--- src/rtl/mouse_status_display.sv ---
// Status-display controller: per-channel event pulse stretchers driving LEDs,
// plus a continuously running double-dabble converter that turns the selected
// mouse coordinate into three BCD digits for the SevenSegment block.
//
// Handshake: nums_valid is a one-cycle strobe with no ready. It is high in the
// cycle after nums/overflow were written, and those values hold until the next
// strobe.
//
// The event input is named events because event is a SystemVerilog keyword.
module mouse_status_display #(
  parameter int CH          = 3,
  parameter int HOLD_CYCLES = 33554432,
  parameter int RETRIGGER   = 1,
  parameter int COORD_W     = 10
) (
  input  logic               clk,
  input  logic               rst,
  input  logic [CH-1:0]      events,
  input  logic [COORD_W-1:0] coord_x,
  input  logic [COORD_W-1:0] coord_y,
  input  logic               sel,
  output logic [CH-1:0]      led,
  output logic [15:0]        nums,
  output logic               nums_valid,
  output logic               overflow,
  output logic [1:0]         dbg_state
);

  localparam int CNT_W = $clog2(HOLD_CYCLES);
  localparam logic [CNT_W-1:0] CNT_LAST = CNT_W'(HOLD_CYCLES - 1);
  localparam logic [3:0] ITER_LAST = 4'(COORD_W - 1);

  typedef enum logic [1:0] {
    S_IDLE   = 2'd0,
    S_SHIFT  = 2'd1,
    S_UPDATE = 2'd2
  } state_t;

  logic [CNT_W-1:0]      cnt [CH];
  state_t                state, state_nxt;
  logic [COORD_W-1:0]    sh;
  logic                  sel_cap;
  logic [15:0]           bcd;
  logic [15:0]           bcd_adj;
  logic [16+COORD_W-1:0] shifted;
  logic [3:0]            iter;

  // Pulse stretchers: each channel lights on an event and counts out its hold.
  always_ff @(posedge clk) begin
    if (rst) begin
      led <= '0;
      for (int i = 0; i < CH; i++) cnt[i] <= '0;
    end else begin
      for (int i = 0; i < CH; i++) begin
        if (!led[i]) begin
          if (events[i]) begin
            led[i] <= 1'b1;
            cnt[i] <= '0;
          end
        end else if (events[i] && (RETRIGGER != 0)) begin
          cnt[i] <= '0;
        end else if (cnt[i] == CNT_LAST) begin
          led[i] <= 1'b0;
          cnt[i] <= '0;
        end else begin
          cnt[i] <= cnt[i] + CNT_W'(1);
        end
      end
    end
  end

  // Converter state register.
  always_ff @(posedge clk) begin
    if (rst) state <= S_IDLE;
    else     state <= state_nxt;
  end

  // Converter next-state: IDLE -> SHIFT (COORD_W cycles) -> UPDATE -> IDLE.
  always_comb begin
    state_nxt = state;
    case (state)
      S_IDLE:   state_nxt = S_SHIFT;
      S_SHIFT:  if (iter == ITER_LAST) state_nxt = S_UPDATE;
      S_UPDATE: state_nxt = S_IDLE;
      default:  state_nxt = S_IDLE;
    endcase
  end

  // Double-dabble step: add 3 to every digit >= 5, then shift {bcd, sh} left.
  always_comb begin
    bcd_adj = bcd;
    for (int n = 0; n < 4; n++) begin
      if (bcd[4*n +: 4] >= 4'd5) bcd_adj[4*n +: 4] = bcd[4*n +: 4] + 4'd3;
    end
    shifted = {bcd_adj, sh} << 1;
  end

  // Converter datapath and display registers.
  always_ff @(posedge clk) begin
    if (rst) begin
      sh         <= '0;
      sel_cap    <= 1'b0;
      bcd        <= '0;
      iter       <= '0;
      nums       <= '0;
      nums_valid <= 1'b0;
      overflow   <= 1'b0;
    end else begin
      nums_valid <= 1'b0;
      case (state)
        S_IDLE: begin
          sh      <= sel ? coord_x : coord_y;
          sel_cap <= sel;
          bcd     <= '0;
          iter    <= '0;
        end
        S_SHIFT: begin
          bcd  <= shifted[16+COORD_W-1:COORD_W];
          sh   <= shifted[COORD_W-1:0];
          iter <= iter + 4'd1;
        end
        S_UPDATE: begin
          if (bcd[15:12] != 4'd0) begin
            nums     <= {3'b000, sel_cap, 4'd9, 4'd9, 4'd9};
            overflow <= 1'b1;
          end else begin
            nums     <= {3'b000, sel_cap, bcd[11:0]};
            overflow <= 1'b0;
          end
          nums_valid <= 1'b1;
        end
        default: ;
      endcase
    end
  end

  assign dbg_state = state;

endmodule

--- config.mk ---
export PLATFORM = sky130hd
export DESIGN_NAME = mouse_status_display
export DESIGN_NICKNAME = d
export VERILOG_FILES = /design/src/rtl/mouse_status_display.sv
export SDC_FILE = /design/constraint.sdc
export NUM_CORES = 1
export LEC_CHECK = 0
export CAP_MARGIN = 10
export CORE_UTILIZATION = 51
export DETAILED_ROUTE_END_ITERATION = 10
export PLACE_DENSITY = 0.74
export RECOVER_POWER = 50
export SYNTH_ARGS = -nofsm -noshare
export SYNTH_HDL_FRONTEND = slang
export SYNTH_SLANG_ARGS = --single-unit
--- constraint.sdc ---
create_clock -name clk -period 4.76 [get_ports clk]
set_input_delay 1.19 -clock clk [delete_from_list [all_inputs] [get_ports clk]]
set_output_delay 1.19 -clock clk [all_outputs]
set_load 0.03 [all_outputs]
Word level (Yosys, flattened, before mapping)
Memory sizes are Yosys's and may differ from the RTL's.
Cells that the tools add are included.
{ "totals": {"ramBits": 75, "ff_bits": 51, "out_inout_bits": 23, "mem_count": 1} }
{ "classes": {"n_eq_ne": 7, "mux": 84, "reduce_logical": 3, "n_addsub": 8, "order_cmp": 4, "bitwise": 12} }
{ "memory_table": {"columns": ["memory", "depth", "word_bits", "rd", "rd_clocked_by_memory_dff", "write_ports", "line", "text"], "rows": [
  ["cnt", 3, 25, 3, 0, 3, "39", "logic [CNT_W-1:0] cnt [CH];"]
]} }
{ "op_table": {"columns": ["operator", "count"], "rows": [
  ["25-bit two-way mux", 12],
  ["25-bit by 1-bit adder with 25-bit output (second input constant)", 3],
  ["25-bit == test (second input constant)", 3],
  ["1-bit two-way mux", 61],
  ["16-bit case mux with 2 select lines", 1],
  ["10-bit case mux with 2 select lines", 1],
  ["4-bit by 3-bit greater-or-equal comparator with 1-bit output (second input constant)", 4],
  ["4-bit by 2-bit adder with 4-bit output (second input constant)", 3],
  ["12-bit two-way mux", 1],
  ["4-bit two-way mux", 3],
  ["1-bit bitwise OR", 12],
  ["10-bit two-way mux", 1],
  ["4-bit case mux with 2 select lines", 1],
  ["4-bit by 1-bit adder with 4-bit output (second input constant)", 1],
  ["4-bit == test (second input constant)", 1],
  ["2-bit case mux with 2 select lines", 1],
  ["4-bit nonzero test", 1],
  ["3-bit by 2-bit adder with 3-bit output (second input constant)", 1],
  ["3-bit two-way mux", 1],
  ["2-bit by 1-bit == test with 1-bit output (second input constant)", 1],
  ["2-bit == test (second input constant)", 1],
  ["2-bit logical NOT", 1],
  ["2-bit two-way mux", 1],
  ["2-bit != test (second input constant)", 1],
  ["2-bit nonzero test", 1]
]} }

Depth between registers and ports, before layout
Gate-level depths: netlist (run 1).
An unclocked memory read counts as a cell.
{ "depth": {"depth_word": 9, "depth_mapped": 8, "depth_no_buf": 7} }

Least setup slack after synthesis (run 1)
Ideal clock, no wire load.
{ "synth_timing": {"path_kind": "input to register", "startpoint": "input port rst", "endpoint": "memory cnt[1][0] (netlist name) (enable)", "cell_stages": 2, "arrival_ns": 2.065, "required_ns": 4.378, "slack_ns": 2.312, "path_cell_list": "clkbuf_1 or3_1"} }
{ "synth_rtl": {"columns": ["item", "line", "text"], "rows": [
  ["start: declaration", "17", "input logic rst,"],
  ["end: declaration", "39", null]
]} }

Worst setup path after layout (run 1)
{ "layout_timing": {"startpoint": "register state[0] (netlist: dbg_state[0])", "endpoint": "output port dbg_state[0]"} }
{ "layout_rtl": {"columns": ["item", "line", "text"], "rows": [
  ["start: declaration", "40", "state_t state, state_nxt;"],
  ["start signal: assignment", "75", "else state <= state_nxt;"],
  ["end: declaration", "26", "output logic [1:0] dbg_state"]
]} }
No word-level cell between the ends.

==> results of run 1 <==
## area by class of cell
type,instances,area [um^2]
fill,976,4609
sequential,126,3273
timing repair buffer,48,462.9
inverter,17,63.81
clock buffer,22,516.7
tap,168,210.2
multi-input combinational,468,2846
clock inverter,10,78.83
## Yosys cell counts, types with 3 or more instances
cell and n:
sky130_fd_sc_hd__nor2b_1 4, sky130_fd_sc_hd__inv_1 17, sky130_fd_sc_hd__clkbuf_1 18, sky130_fd_sc_hd__or3_1 3, sky130_fd_sc_hd__a32oi_1 3, sky130_fd_sc_hd__edfxtp_1 75
sky130_fd_sc_hd__a21o_1 4, sky130_fd_sc_hd__xor2_1 43, sky130_fd_sc_hd__nor2_1 137, sky130_fd_sc_hd__nand2b_1 6, sky130_fd_sc_hd__nor3_1 12, sky130_fd_sc_hd__dfxtp_1 51
sky130_fd_sc_hd__nand2_1 41, sky130_fd_sc_hd__nor3b_1 5, sky130_fd_sc_hd__nand4_1 19, sky130_fd_sc_hd__a211oi_1 4, sky130_fd_sc_hd__nand3_1 36, sky130_fd_sc_hd__mux2i_1 22
sky130_fd_sc_hd__xnor2_1 32, sky130_fd_sc_hd__o21ai_0 20, sky130_fd_sc_hd__nor4_1 4, sky130_fd_sc_hd__ha_1 14, sky130_fd_sc_hd__a22oi_1 14, sky130_fd_sc_hd__and3_1 7
sky130_fd_sc_hd__and4_1 6, sky130_fd_sc_hd__buf_4 5, sky130_fd_sc_hd__a21oi_1 15
## worst min-delay path by stage
stage                           to  slack, ps  depth (start not counted)
after floorplan           nums[12]        430                          2
after global placement       sh[0]        450                          2
after detailed placement     sh[0]        460                          2
after CTS                    sh[0]        460                          2
after global routing         sh[0]        500                          2
final                        sh[0]        460                          2
## logic make-up after synthesis
family,count (synthesis)
AO/OA/AOI/OAI,62
XOR/XNOR,75
adder cells (fa/ha/maj),14
buffers and inverters,45
flip-flops,126
multiplexers,23
other,1
AND/OR/NAND/NOR,291
## routing by layer
layer	global-route usage (%)	vias up	share of wire, %
li1	-	2305	-
met1	23.59	2220	47
met2	32.56	68	49
met3	4.942	9	2.8
met4	8.684	0	0.87
met5	0	-	0
## per-stage QoR
| stage | total power (uW) | utilization, % |
|---|---|---|
| after global placement | 1392 | 57.06 |
| after floorplan | 1350 | - |
| final | 2649 | 61.78 |
| after CTS | 2674 | 62.00 |
| after global routing | 2735 | 61.78 |
| after detailed placement | 1399 | 57.06 |
## sequential cells by signal, indices dropped and copies added, names as in the netlist
name,cells
nums_valid,1
sh,10
cnt,75
iter,4
overflow,1
sel_cap,1
led,3
dbg_state,2
nums,13
bcd,16
## critical path: cells and delay by family, from the launching register on
kind	cells	cell delay (ps)
DFF	1	300
buffers and inverters	2	1800
## power by group through the flow
| stage | Clock [uW] | Sequential (uW) | Combinational, uW |
|---|---|---|---|
| 2_1_floorplan | 0 | 1260 | 88.8 |
| 3_3_place_gp | 0 | 1260 | 129 |
| 3_5_place_dp | 0 | 1270 | 132 |
| 4_1_cts | 1300 | 1250 | 133 |
| 5_1_grt | 1340 | 1250 | 146 |
| 6_report | 1270 | 1250 | 131 |
==> results.md, run 1 <==
* Final cycle utilization of the critical path at a little under 80%
* Critical path, cell by cell: clkbuf_1 -> clkdlybuf4s50_1
* Worst hold slack at approximately 460 ps
* Relative contribution of combinational cells to total power at around 5%
* Peak fanout along the critical path at 33
* Mapped Area at between 6000 and 7000 um^2
* Wire length of the first global-routing pass at just under 20000 um
* Worst VDD drop at approximately 0.25 mV
* GR Util All Layers at between 10% and 20%
* Async set or reset register ratio after synthesis at 0%
* Detailed-route wire length per cell at roughly 14 um
* Post-route setup TNS at 0 ps
* Initial antenna violation count at 0
* Sort of element at the start of the critical path: flop
* WP data arrival at between 2000 and 3000 ps
* Initial DRC count at 211
* Buffer count from post-CTS setup fixing at 0
* Chip Height at roughly 110 um
* Placed cell count at 827
* Sequential cell fraction of total power at between 40 and 50%
* Global route total overflow at 0
* Startpoint of the worst hold path: sh[0]
* Fin area at about 7500 um^2
* Diodes inserted at 0
* Internal cell power at 2076 uW
* Reg2reg end: cnt[2][22]
* Die Footprint at 12880 um^2
* Clock power share at 48.0%
* Per-cell via count in the routed design at 5.357
* Number of warnings reported in the yosys synthesis log at 0
* Leading post-synthesis cells by cell area: sky130_fd_sc_hd__edfxtp_1 (36%), sky130_fd_sc_hd__dfxtp_1 (16%), sky130_fd_sc_hd__nor2_1 (8.1%)
* Reg2reg start: cnt[2][0]
* Synthesized-area fraction occupied by and/or/nand/nor cells at between 20 and 25%
* Top library cells by usage in the layout, fill and taps aside: sky130_fd_sc_hd__nor2_1 (137), sky130_fd_sc_hd__edfxtp_1 (75), sky130_fd_sc_hd__dfxtp_1 (51)
* Total via count in the routed design at 4602
* Sequential element share of the synthesized area at between 50% and 60%
* Horizontal die dimension at about 110 um
* CP max-delay cell: sky130_fd_sc_hd__clkbuf_1
* Clock tree from TritonCTS: yes
* Synth-to-layout area growth at 17.57%
* Class of the tightest hold or removal check: reg -> reg
* Resize count post-CTS at 0
* IO Pins at about 50
* Largest net degree at the start of global routing at 56
* Post-Place Setup Slack at ~1700 ps
* Final wirelength at around 12000 um
* Max-capacitance violation count at 0
* Number of cells on the worst reg-to-reg path at 6
* Mean instance size in the synthesized netlist at between 9 and 10 um^2
* Total leakage power at about 0.0027 uW
* XOR/XNOR Fraction of Synth Area at between 10% and 20%
* NumNets Final at between 700 and 800
* Unrepaired setup endpoints after global routing: no
* Number of enable flip-flop cells after synthesis at 75
* Clock tree sinks at around 130
* Number of endpoints failing setup at the final stage at 0
* Flip-flop cell with the highest count after synthesis: sky130_fd_sc_hd__edfxtp_1
* Clock transition at the registers of the reported paths at about 60 ps
* Required arrival time at the worst endpoint at between 3000 and 4000 ps
* Post-synthesis cell type count at 42
* Path type of the worst setup path: reg -> out
* Post-layout minimum cycle time at 3706 ps
* Placed instance area at around 7000 um^2
* Fraction of post-synthesis cell area in the top cell type by area at between 30% and 40%
* Most common cell after layout, fill and taps aside: sky130_fd_sc_hd__nor2_1
* Total of buffers placed on input and output ports at 45
* Cell taking the most area after synthesis: sky130_fd_sc_hd__edfxtp_1
* Total count of max-transition violations in the final report at 0
* Combinational family with the most area after synthesis: simple AND/OR/NAND/NOR gates
* Areal power density over the cells at about 360 nW/um^2
* Critical path launch point: dbg_state[0]
* Final setup skew at 6.355 ps
* Number of buffers added by the clock tree synthesis step at 17
* Area of the core region at approximately 12000 um^2
* Initial standard-cell utilization of the core at between 50% and 60%
* Share of cell area taken by muxes after synthesis at about 3.7%
* Final worst-path setup slack at between 1000 and 1500 ps
* Register bit total from synthesis at ~130
* Count of antenna-violating nets left after detailed routing at 0
* Largest stage delay on the critical path at between 900 and 1000 ps
* Maximum buffer depth of the clock tree at 2
* Clock root buffer master: sky130_fd_sc_hd__clkbuf_16
* Outcome: finished clean
* Number of instances in the synthesized netlist at 637
* Adder-cell share of the synthesized area at under 10%
* Final HPWL DP at 7635 um
* Post-CTS Hold Fix Bufs at 0
* Worst setup EP type: output port
* Detailed-router iteration count before antenna repair at 5
* Net Sw Frac at 21.62%
* Relative slew margins at about 14%
* Via count of the first global-routing pass at around 4500
* Highest clock rate at ~270 MHz
* Post-synthesis compound-gate area fraction at between 6 and 7%
* Share of post-route cells with drive strength above 1 at a little under 6%
* Cell Count, Final, Fillers Out at roughly 860
* Final Hold Violating Endpoints at 0
* Maximum level of the CTS H-tree at 4
* Remaining DRCs at 0
* Clock latency of the later-clocked register in the worst-skew pair at approximately 410 ps
* Cell Rows at 40
* Psw at between 500 and 600 uW
* Reg2Reg Setup Slack at about 1600 ps
* Critical Path End: dbg_state[0]
* Actual transition at the worst max-transition pin at approximately 1300 ps
* Final weighted congestion in routability-driven placement at approximately 0.78
Power figures use the tool's default switching activity.
==> inputs of run 2 (changes only) <==
==> constraint.sdc (replaced) <==
create_clock -name clk -period 3.5 [get_ports clk]
set_input_delay 0.875 -clock clk [delete_from_list [all_inputs] [get_ports clk]]
set_output_delay 0.875 -clock clk [all_outputs]
set_load 0.03 [all_outputs]
==> results.md, run 2 (synthesized netlist as in run 1, its figures left out) <==
* Total count of max-transition violations in the final report at between 50 and 60
* Global route total overflow at 0
* Number of flip-flops under the largest register name at 75
* Layer carrying the most global-route usage: met2
* Detailed-router iteration count before antenna repair at 4
* Placed instance area at a little under 7000 um^2
* Sort of element at the start of the critical path: primary input
* Clock root buffer master: sky130_fd_sc_hd__clkbuf_16
* Horizontal die dimension at approximately 110 um
* Fin area at between 7000 and 8000 um^2
* Initial standard-cell utilization of the core at between 50% and 60%
* Number of cells on the worst reg-to-reg path at 6
* WP data arrival at around 3100 ps
* Initial antenna violation count at 0
* Actual transition at the worst max-transition pin at 2261 ps
* Clock latency of the later-clocked register in the worst-skew pair at 410 ps
* Per-cell via count in the routed design at 5.324
* Post-layout minimum cycle time at ~2900 ps
* Synth-to-layout area growth at 17.67%
* Share of post-route cells with drive strength above 1 at roughly 5.9%
* Total of buffers placed on input and output ports at between 40 and 50
* Sequential cell fraction of total power at between 40% and 50%
* Peak fanout along the critical path at slightly above 50
* GR Util All Layers at around a fifth
* Most common cell after layout, fill and taps aside: sky130_fd_sc_hd__nor2_1
* Final HPWL DP at between 7000 and 8000 um
* Largest net degree at the start of global routing at 52
* Relative slew margins at -50.72%
* Clock transition at the registers of the reported paths at 50 ps
* Cell Rows at 40
* Final wirelength at 11670 um
* Via count of the first global-routing pass at approximately 4500
* Internal cell power at 2756 uW
* Worst setup EP type: flop
* Total leakage power at 0.002639 uW
* Maximum buffer depth of the clock tree at 2
* Post-CTS Hold Fix Bufs at 0
* Final Hold Violating Endpoints at 0
* Worst VDD drop at about 0.35 mV
* IO Pins at around 50
* Final setup skew at between 5 and 6 ps
* Final weighted congestion in routability-driven placement at about 0.76
* Net Sw Frac at between 20% and 30%
* Top library cells by usage in the layout, fill and taps aside: sky130_fd_sc_hd__nor2_1 (137), sky130_fd_sc_hd__edfxtp_1 (75), sky130_fd_sc_hd__dfxtp_1 (51)
* Maximum level of the CTS H-tree at 4
* Buffer count from post-CTS setup fixing at 0
* Clock tree sinks at approximately 130
* GRT met2 Usage at around a third
* Outcome: finished with violations
* NumNets Final at 722
* Relative contribution of combinational cells to total power at ~5.1%
* Clock tree from TritonCTS: yes
* Most flops, register: cnt
* Detailed-route wire length per cell at 13.52 um
* Total via count in the routed design at around 4600
* Chip Height at 113.5 um
* Biggest regs: cnt: 75 flops, bcd: 16 flops, nums: 13 flops
* Violated checks: max-capacitance violations, max-slew violations
* Die Footprint at about 13000 um^2
* Met1 routing resource usage after global routing at 23.92%
* Met3 routing resource usage after global routing at 5.207%
* Wire length of the first global-routing pass at between 20000 and 25000 um
* Path type of the worst setup path: in -> reg
* Highest clock rate at roughly 340 MHz
* Post-route setup TNS at 0 ps
* Final cycle utilization of the critical path at a little over four fifths
* Number of buffers added by the clock tree synthesis step at 17
* Psw at about 750 uW
* Resize count post-CTS at 0
* Required arrival time at the worst endpoint at about 3700 ps
* Count of antenna-violating nets left after detailed routing at 0
* Diodes inserted at 0
* Initial DRC count at between 300 and 400
* Areal power density over the cells at 470.4 nW/um^2
* Unrepaired setup endpoints after global routing: no
* Clock power share at approximately 47%
* Remaining DRCs at 0
* Class of the tightest hold or removal check: reg -> reg
* Max-capacitance violation count at 1
* Worst hold path stage count at 2
* Number of endpoints failing setup at the final stage at 0
* Area of the core region at 12060 um^2
run 2: cell count changes in the layout (fill, tap and decap cells not counted), moves of 2 or more:
cell	before	now
sky130_fd_sc_hd__clkbuf_1	2	9
sky130_fd_sc_hd__clkdlybuf4s50_1	30	42
sky130_fd_sc_hd__dlygate4sd3_1	14	2
sky130_fd_sc_hd__inv_4	2	0
sky130_fd_sc_hd__nor4_1	6	4
run 2: per-stage QoR:
step | std cells | util (%) | total power (uW) | worst slack (ps) | hold slack [ps]
global route | 863 | 61.84 | 3628 | 347.7 | 486.0
global placement | 831 | 57.31 | 1895 | 920.8 | 444.8
floorplan | 639 | - | 1836 | 1367 | 428.5
finish | 863 | 61.84 | 3509 | 567.4 | 465.1
CTS | 863 | 61.96 | 3543 | 820.9 | 466.3
detailed placement | 831 | 57.31 | 1904 | 817.2 | 460.7
run 2: power groups by stage:
stage | sequential, uW | clock (uW) | combinational, uW
2_1_floorplan | 1720 | 0 | 121
3_3_place_gp | 1720 | 0 | 176
3_5_place_dp | 1720 | 0 | 181
4_1_cts | 1700 | 1660 | 183
5_1_grt | 1710 | 1720 | 199
6_report | 1700 | 1630 | 179
run 2: critical path, cell delays in order:
cell                       delay [ps]
sky130_fd_sc_hd__buf_2            180
sky130_fd_sc_hd__clkbuf_1        1640
sky130_fd_sc_hd__nor2b_1          130
sky130_fd_sc_hd__o21ai_0          150
sky130_fd_sc_hd__o21ai_0          120
run 2: cell type report:
type | count | area (um^2)
Fill cell | 946 | 4603
Timing Repair Buffer | 52 | 483.0
Tap cell | 168 | 210.2
Sequential cell | 126 | 3273
Multi-Input combinational cell | 468 | 2868
Clock buffer | 27 | 535.5
Inverter | 17 | 63.81
Clock inverter | 5 | 25.02
run 2: per-layer routing:
metal / vias to the layer above / wire [um]
met5: - / 0
met4: 0 / 150
met3: 10 / 477
met2: 85 / 5830
met1: 2189 / 5206
li1: 2311 / -
run 2: worst paths after layout:
check	startpoint	to	slack, ps
worst max-delay path	rst	led[1]	570
worst min register to register	sh[0]	sh[0]	470
worst max register to register	cnt[2][0]	cnt[2][5]	810
worst min-delay path	sh[0]	sh[0]	470
==> inputs of run 3 (changes only) <==
==> constraint.sdc (replaced) <==
create_clock -name clk -period 2.9 [get_ports clk]
set_input_delay 0.725 -clock clk [delete_from_list [all_inputs] [get_ports clk]]
set_output_delay 0.725 -clock clk [all_outputs]
set_load 0.03 [all_outputs]
==> results.md, run 3 (synthesized netlist as in run 1, its figures left out) <==
* Reg2reg end: cnt[1][16]
* Biggest regs: cnt: 75 flops, bcd: 16 flops, nums: 13 flops
* Diodes inserted at 0
* Areal power density over the cells at 593.6 nW/um^2
* Total Power Consumption at 4470 uW
* Total leakage power at ~0.0027 uW
* Worst VDD drop at roughly 0.37 mV
* Number of endpoints failing setup at the final stage at 0
* Buffer count from post-CTS setup fixing at 0
* Maximum buffer depth of the clock tree at 2
* Relative contribution of combinational cells to total power at 4.9%
* Final weighted congestion in routability-driven placement at roughly 0.8
* NumNets Final at around 720
* Area of the core region at around 12000 um^2
* IO Pins at 49
* Largest net degree at the start of global routing at 52
* Path type of the worst setup path: reg -> reg
* Clock power share at between 40% and 50%
* Resize count post-CTS at 0
* Critical path, cell by cell: ha_1 -> nand3_1 -> nor4_4 -> nand4_4 -> o21ai_4 -> nor2_1
* Max-capacitance violation count at 0
* Maximum level of the CTS H-tree at 4
* Total via count in the routed design at roughly 4600
* Reg2reg start: cnt[1][0]
* Detailed-router iteration count before antenna repair at 5
* WP data arrival at approximately 2600 ps
* Clock tree sinks at about 130
* Post-layout minimum cycle time at roughly 2500 ps
* Final Hold Violating Endpoints at 0
* Largest stage delay on the critical path at between 500 and 600 ps
* Worst setup EP type: flop
* Remaining DRCs at 0
* Critical path launch point: cnt[1][0]
* Initial antenna violation count at 0
* Multi-input gate area in the final layout at 2861 um^2
* Die Footprint at around 13000 um^2
* Internal cell power at around 3500 uW
* Met3 wirelength from detailed routing at between 400 and 500 um
* Outcome: finished clean
* Horizontal die dimension at 113.5 um
* Required arrival time at the worst endpoint at ~3000 ps
* Peak fanout along the critical path at 25
* Synth-to-layout area growth at 18.79%
* Sort of element at the start of the critical path: flop
* Psw at around 950 uW
* Per-cell via count in the routed design at approximately 5.3
* Highest clock rate at 401.9 MHz
* Total of buffers placed on input and output ports at 45
* Amount of wire on met2 after detailed routing at between 5000 and 6000 um
* Share of post-route cells with drive strength above 1 at about 6.3%
* Number of buffers added by the clock tree synthesis step at 17
* GR Util All Layers at 20.38%
* Clock root buffer master: sky130_fd_sc_hd__clkbuf_16
* Chip Height at 113.5 um
* Net Sw Frac at about a fifth
* Unrepaired setup endpoints after global routing: no
* Most flops, register: cnt
* Max Used Layer: met4
* Post-CTS Hold Fix Bufs at 0
* Top library cells by usage in the layout, fill and taps aside: sky130_fd_sc_hd__nor2_1 (137), sky130_fd_sc_hd__edfxtp_1 (75), sky130_fd_sc_hd__dfxtp_1 (51)
* Detailed-route wire length per cell at between 10 and 15 um
* Most common cell after layout, fill and taps aside: sky130_fd_sc_hd__nor2_1
* Clock tree from TritonCTS: yes
* Total count of max-transition violations in the final report at 0
* Wire length of the first global-routing pass at between 20000 and 25000 um
* Relative slew margins at 28.24%
* Clock transition at the registers of the reported paths at ~50 ps
* Class of the tightest hold or removal check: reg -> reg
* Final wirelength at 12050 um
* Final cycle utilization of the critical path at about 86%
* CP max-delay cell: sky130_fd_sc_hd__o21ai_4
* Routed length on met1 at about 5600 um
* Critical Path End: cnt[1][16]
* Final-layout fill cell count at just under 1000
* Global route total overflow at 0
* Reg2Reg Setup Slack at approximately 410 ps
* Final setup skew at around 10 ps
* Sequential standard cell area at about 3300 um^2
* Count of antenna-violating nets left after detailed routing at 0
* Initial DRC count at ~290
* Post-route setup TNS at 0 ps
* Cell Rows at 40
* Number of cells on the worst reg-to-reg path at 6
* Clock latency of the later-clocked register in the worst-skew pair at 420 ps
* Actual transition at the worst max-transition pin at around 1100 ps
* Final HPWL DP at 7707 um
* Initial standard-cell utilization of the core at a little over half
* Number of flip-flops under the largest register name at between 70 and 80
* Sequential cell fraction of total power at 45.8%
* Via count of the first global-routing pass at 4457
-- run 3: how the worst min path moves through the flow --
stage / startpoint / end / cells after the start
after floorplan: sel_cap / nums[12] / 2
after global placement: sh[0] / sh[0] / 2
after detailed placement: nums[12] / nums[12] / 2
after CTS: nums[12] / nums[12] / 2
after global routing: nums[12] / nums[12] / 2
final: nums[12] / nums[12] / 2
-- run 3: area by class of cell --
type,count,area share [%]
Inverter,17,0.8475
Timing Repair Buffer,54,6.713
Sequential cell,126,43.47
Clock inverter,11,2.193
Tap cell,168,2.792
Multi-Input combinational cell,468,38.00
Clock buffer,21,5.982
-- run 3: stage by stage --
step / cell area, um^2 / setup slack, ps / util (%) / std cells / hold slack, ps
detailed placement: 6928 / 418.6 / 57.44 / 833 / 453.2
CTS: 7543 / 416.4 / 62.54 / 865 / 460.8
global placement: 6928 / 491.9 / 57.44 / 833 / 445.1
floorplan: 6346 / 866.1 / - / 639 / 428.5
finish: 7530 / 411.8 / 62.43 / 865 / 460.4
global route: 7530 / 224.2 / 62.43 / 865 / 486.3
-- run 3: power groups by stage --
stage          Sequential (uW)  Combinational [uW]  Clock [uW]
2_1_floorplan             2070                 146           0
3_3_place_gp              2080                 212           0
3_5_place_dp              2080                 219           0
4_1_cts                   2050                 221        2230
5_1_grt                   2060                 243        2310
6_report                  2050                 218        2200
-- run 3: worst max-delay path: cells and delay by family, from the launching register on --
| family | cells | cell delay [ps] |
|---|---|---|
| AOI/OAI and AO/OA | 1 | 570 |
| DFF | 1 | 380 |
| adders and majority gates | 1 | 200 |
| and+or+nand+nor | 4 | 1060 |
-- run 3: per-layer routing --
| layer | vias to the layer above | global-route usage (%) |
|---|---|---|
| met1 | 2185 | 26.04 |
| met2 | 68 | 32.85 |
| li1 | 2308 | - |
| met5 | - | 0 |
| met3 | 14 | 6.057 |
| met4 | 0 | 7.368 |
